## config.mk

```make
export PLATFORM = sky130hd
export DESIGN_NAME = ulss_wrr_grant_scheduler
export DESIGN_NICKNAME = d
export VERILOG_FILES = /design/src/rtl/ulss_wrr_grant_scheduler.sv
export SDC_FILE = /design/constraint.sdc
export NUM_CORES = 1
export LEC_CHECK = 0
export CELL_PAD_IN_SITES_DETAIL_PLACEMENT = 0
export CELL_PAD_IN_SITES_GLOBAL_PLACEMENT = 1
export CORE_MARGIN = 2
export CORE_UTILIZATION = 48
export DETAILED_ROUTE_END_ITERATION = 8
export PLACE_DENSITY_LB_ADDON = 0.1
export SYNTH_ARGS = -nofsm -noshare
export SYNTH_HDL_FRONTEND = slang
export SYNTH_SLANG_ARGS = --single-unit
```

## constraint.sdc

```tcl
create_clock -name rate_limiter_16to4_clk -period 4 [get_ports rate_limiter_16to4_clk]
set_clock_uncertainty 0.1 [all_clocks]
set_input_delay 0.4 -clock rate_limiter_16to4_clk [delete_from_list [all_inputs] [get_ports rate_limiter_16to4_clk]]
set_output_delay 0.4 -clock rate_limiter_16to4_clk [all_outputs]
set_load 0.01 [all_outputs]
```

## src/rtl/ulss_wrr_grant_scheduler.sv

```systemverilog
// Weighted round-robin read-grant scheduler: 16 packet-store queues onto 4 output
// ports, one independent IDLE/GRANT arbiter per port over its group of 4 queues.
module ulss_wrr_grant_scheduler #(
  parameter int unsigned NUM_Q  = 16,
  parameter int unsigned NUM_P  = 4,
  parameter int unsigned WGT_W  = 8,
  parameter int unsigned ADDR_W = 5,
  parameter int unsigned DATA_W = 64
) (
  input  logic              rate_limiter_16to4_clk,
  input  logic              rate_limiter_16to4_rstn,
  input  logic              rate_limiter_16to4_sw_rst,
  input  logic              sch_reg_wr_en,
  input  logic [ADDR_W-1:0] sch_reg_wr_addr,
  input  logic [DATA_W-1:0] sch_reg_wr_data,
  input  logic [NUM_Q-1:0]  pck_str_empty,
  input  logic [NUM_P-1:0]  port_eop,
  output logic [NUM_Q-1:0]  pck_rd_en_grnt,
  output logic [NUM_P-1:0]  sch_port_busy
);

  localparam int unsigned QPP   = 4;
  localparam int unsigned SEL_W = 2;

  typedef enum logic {IDLE = 1'b0, GRANT = 1'b1} state_t;

  state_t                       state   [NUM_P];
  logic [SEL_W-1:0]             rr_ptr  [NUM_P];
  logic [SEL_W-1:0]             gnt_idx [NUM_P];
  logic [WGT_W-1:0]             weight  [NUM_P][QPP];
  logic [WGT_W-1:0]             credit  [NUM_P][QPP];
  logic                         sch_en;
  logic [NUM_P-1:0][QPP-1:0]    grnt_q;

  logic [NUM_P-1:0][QPP-1:0]    act_c;
  logic [NUM_P-1:0][QPP-1:0]    elig_c;
  logic [NUM_P-1:0]             sel_vld_c;
  logic [NUM_P-1:0]             reload_c;
  logic [SEL_W-1:0]             sel_idx_c [NUM_P];

  // Upper write-data bits carry no register field.
  logic unused_wr_data;
  assign unused_wr_data = ^sch_reg_wr_data[DATA_W-1:WGT_W];

  assign pck_rd_en_grnt = grnt_q;

  // Eligibility and rotating first-eligible pick starting at rr_ptr, per port.
  always_comb begin
    act_c     = '0;
    elig_c    = '0;
    sel_vld_c = '0;
    reload_c  = '0;
    for (int p = 0; p < NUM_P; p++) sel_idx_c[p] = '0;
    for (int p = 0; p < NUM_P; p++) begin
      for (int k = 0; k < QPP; k++) begin
        act_c[p][k]  = !pck_str_empty[p*QPP+k] && (weight[p][k] != '0);
        elig_c[p][k] = act_c[p][k] && (credit[p][k] != '0);
      end
    end
    for (int p = 0; p < NUM_P; p++) begin
      // Scan from the farthest offset down so the nearest eligible queue wins.
      for (int i = QPP-1; i >= 0; i--) begin
        if (elig_c[p][SEL_W'(rr_ptr[p] + SEL_W'(i))]) begin
          sel_vld_c[p] = 1'b1;
          sel_idx_c[p] = SEL_W'(rr_ptr[p] + SEL_W'(i));
        end
      end
      reload_c[p] = (|act_c[p]) && !sel_vld_c[p];
    end
  end

  // Register writes, per-port arbiter FSMs, credit bookkeeping and registered outputs.
  always_ff @(posedge rate_limiter_16to4_clk or negedge rate_limiter_16to4_rstn) begin
    if (!rate_limiter_16to4_rstn) begin
      sch_en        <= 1'b1;
      grnt_q        <= '0;
      sch_port_busy <= '0;
      for (int p = 0; p < NUM_P; p++) begin
        state[p]   <= IDLE;
        rr_ptr[p]  <= '0;
        gnt_idx[p] <= '0;
        for (int k = 0; k < QPP; k++) begin
          weight[p][k] <= WGT_W'(1);
          credit[p][k] <= WGT_W'(1);
        end
      end
    end else if (rate_limiter_16to4_sw_rst) begin
      // Soft reset keeps the programmed weights and the enable.
      grnt_q        <= '0;
      sch_port_busy <= '0;
      for (int p = 0; p < NUM_P; p++) begin
        state[p]   <= IDLE;
        rr_ptr[p]  <= '0;
        gnt_idx[p] <= '0;
        for (int k = 0; k < QPP; k++) credit[p][k] <= WGT_W'(1);
      end
    end else begin
      if (sch_reg_wr_en) begin
        if (sch_reg_wr_addr < ADDR_W'(NUM_Q)) begin
          weight[sch_reg_wr_addr[3:2]][sch_reg_wr_addr[1:0]] <= sch_reg_wr_data[WGT_W-1:0];
        end else if (sch_reg_wr_addr == ADDR_W'(NUM_Q)) begin
          sch_en <= sch_reg_wr_data[0];
        end
      end
      for (int p = 0; p < NUM_P; p++) begin
        if (state[p] == IDLE) begin
          if (sch_en && sel_vld_c[p]) begin
            gnt_idx[p]       <= sel_idx_c[p];
            grnt_q[p]        <= QPP'(1) << sel_idx_c[p];
            sch_port_busy[p] <= 1'b1;
            state[p]         <= GRANT;
          end else if (sch_en && reload_c[p]) begin
            // Reload reads the pre-write weight, so a same-cycle write lands next round.
            for (int k = 0; k < QPP; k++) credit[p][k] <= weight[p][k];
          end
        end else if (port_eop[p]) begin
          if (credit[p][gnt_idx[p]] != '0) begin
            credit[p][gnt_idx[p]] <= credit[p][gnt_idx[p]] - WGT_W'(1);
          end
          rr_ptr[p]        <= SEL_W'(gnt_idx[p] + SEL_W'(1));
          grnt_q[p]        <= '0;
          sch_port_busy[p] <= 1'b0;
          state[p]         <= IDLE;
        end
      end
    end
  end

endmodule

```

==> impl_metrics.toml <==
[status]
status = "completed"

[die]
io_pins = 113
initial_utilization_pct = 48.31
die_area_sq_um = 33950
die_w_um = 184.3
chipHeight_um = 184.3
core_sq_um = 32290
fp-row-count = 66

[sta]
period_share_pct = 84.56
rsz0062_at_grt = "no"
fin_setup_tns_ns = 0
relSlewSlack_pct = 24.25
hold_viol_final = 0
slew_viol_final = 0
period_minus_slack_ns = 3.382
final-setup-viol-count = 0
worst_pin_slew_ns = 1.133
clock.fmax_ghz = 0.2957

[routing]
vias_per_cell = 5.982
dr.first_iter.drc_count = 757
vias = 11380
wl_um = 41820
dr.pass1.iters = 5
wl_per_cell_um = 21.97
drc = 0
antenna_left = 0

[global_route]
gr-total-overflow = 0
grt_max_degree = 108
grt_pass1_wl_um = 66720
grt_usage_pct = 25.27
grt_pass1_vias = 11820
antenna_found_initial = 3

[synth]
synth-async-reset-ratio_pct = 100.0
yosysWarnings = 0
synth_cells = 1366
synth_edf_count = 0
synth-seq-cells = 297
ys.flop_type = "dfrtp_1"
yosysSeqAreaShare_pct = 47.91
syn-num-nets = 1479
syn_avg_cell_area_sq_um = 11.42
syn-cell-area_sq_um = 15600
yosysUniqueCellTypes = 69

[cts]
ctsHoldBuffers = 1
numCtsBuffers = 35
clock-sinks = 297
cts_tree = "yes"
clock_latency_ns = 0.52
cts_root_buf = "clkbuf_16"
post_cts_buffers = 0
clk_pin_slew_ns = 0.06
clockBufferDepth = 3
cts_resized = 0
htreeDepth = 2

[setup_path]
worstPathArrival_ns = 3.70
end_kind = "register"
r2r.worst_path.cells = 8
required_ns = 4.32
crit_type = "register to register"
crit_path_start_kind = "register"
rrSetupSlack_ns = 0.62
max_stage_delay_ns = 0.58
worstPathMaxFanout = 8
rr_endpoint = "credit[8]$_DFFE_PN1P_"
startpoint = "gnt_idx[0]$_DFFE_PN0P_"
cp_num_buf_inv = 1
cp_num_cells = 8
crit_family = "simple AND/OR/NAND/NOR gates"
r2r_start = "gnt_idx[0]$_DFFE_PN0P_"
critPathSlowestCell = "mux4_2"
path_cells = "mux4_2 -> inv_1 -> ha_1 -> or4b_1 -> or3_1 -> and4_4 -> a221oi_1 -> o22ai_1"

[power]
swShare_pct = 32.40
p_comb_share_pct = 25.6
p_clk_share_pct = 34.0
power.internal_mw = 6.469
p_switching_mw = 3.100
p_leak_nw = 7.865
seqPwrFrac_pct = 40.3
ir_drop_mv = 0.3463
power_density_nw_per_um2 = 536.3

[placement]
hpwl_um = 30400
routabilityCongestion = 0.8785
port-buffer-count = 56

[finish]
fillers = 2802
nNetsFinal = 1545
postLayoutCoreUtil_pct = 55.25
multi_input_area_sq_um = 7772
mostFrequentLayoutCell = "dfrtp_1"
seq_area_sq_um = 7473
final_cell_mix = "264 x dfrtp_1, 183 x nand2_1, 133 x mux2_2, 117 x o21ai_0, 95 x mux2_1"
syn2layout_area_growth_pct = 14.38
drive_gt1_share_pct = 21.54

[run]
maxCapViolCount = 0

[hold_path]
hold_path_end = "rr_ptr[4]$_DFFE_PN0P_"
worstHoldStart = "rate_limiter_16to4_sw_rst"
hold_class = "input port to register"
min_path_cells = 2
-- flip-flops by register name, summed over array words and instances (netlist names) --
register,flops
sch_port_busy,4
pck_rd_en_grnt,16
credit,128
rr_ptr,8
gnt_idx,8
state,4
sch_en,1
weight,128
-- per-layer routing --
| layer | track usage (%) | part of all wire [%] | vias to the layer above |
|---|---|---|---|
| li1 | - | - | 5216 |
| met5 | 0 | 0 | - |
| met2 | 41.15 | 47 | 265 |
| met1 | 35.83 | 47 | 5839 |
| met4 | 6.688 | 2.4 | 0 |
| met3 | 3.221 | 3.9 | 63 |
-- cell families (layout without fill, tap and decap cells) --
kind of cell	after synthesis	count (layout)	synth area share [%]
AOI/OAI and AO/OA	261	261	11.41
adders and majority gates	20	20	1.604
and+or+nand+nor	400	400	12.71
DFF	297	297	47.91
muxes	277	277	22.77
xor gates and xnor gates	24	24	1.348
other	0	3	0
buffers and inverters	87	179	2.254
-- worst max-delay path by stage --
stage | end | slack, ns
finish | credit[8]$_DFFE_PN1P_ | 0.62
floorplan | credit[10]$_DFFE_PN0P_ | 0.66
CTS | credit[8]$_DFFE_PN1P_ | 0.63
detailed placement | credit[8]$_DFFE_PN1P_ | 0.64
global placement | credit[0]$_DFFE_PN1P_ | 0.64
global route | credit[8]$_DFFE_PN1P_ | 0.50
-- cell type report --
type / count / share of cell area, %
flip-flops and latches: 297 / 41.89
repair buffers: 73 / 3.941
clock inverters: 14 / 1.073
diodes: 3 / 0.04208
inverters: 43 / 0.9047
clock buffers: 49 / 5.484
well taps: 442 / 3.100
multi-input cells: 982 / 43.57
-- synthesized netlist by cell type (all sizes together), types with 19 or more instances --
master	n	share of area, %
nand2	183	4.4
mux2	242	18
dfstp	33	5.6
a21oi	36	1.3
inv	43	1.0
xnor2	19	1.1
clkbuf	35	0.84
nor2	40	1.2
dfrtp	264	42
mux4	32	4.8
ha	20	1.6
nand3	39	1.4
nor4	68	2.7
o21ai	125	4.0
-- power groups by stage --
stage	sequential (mW)	clock, mW	combinational (mW)
finish	3.86	3.25	2.45
global route	3.92	3.47	2.70
CTS	3.85	3.35	2.45
detailed placement	3.90	0	2.44
global placement	3.89	0	2.41
floorplan	3.73	0	1.77
-- metrics by stage --
step	setup slack (ns)	instances	total power [mW]	cell area, sq um	hold WS, ns
3_5_place_dp	0.6393	1836	6.337	16650	0.3646
5_1_grt	0.4971	1902	10.08	17840	0.3185
3_3_place_gp	0.6414	1836	6.303	16650	0.3589
4_1_cts	0.6324	1900	9.655	17830	0.2847
2_1_floorplan	0.6615	1366	5.497	15600	0.004409
6_report	0.6177	1903	9.569	17840	0.2669
Note: power is estimated with default switching activity, not from simulation.
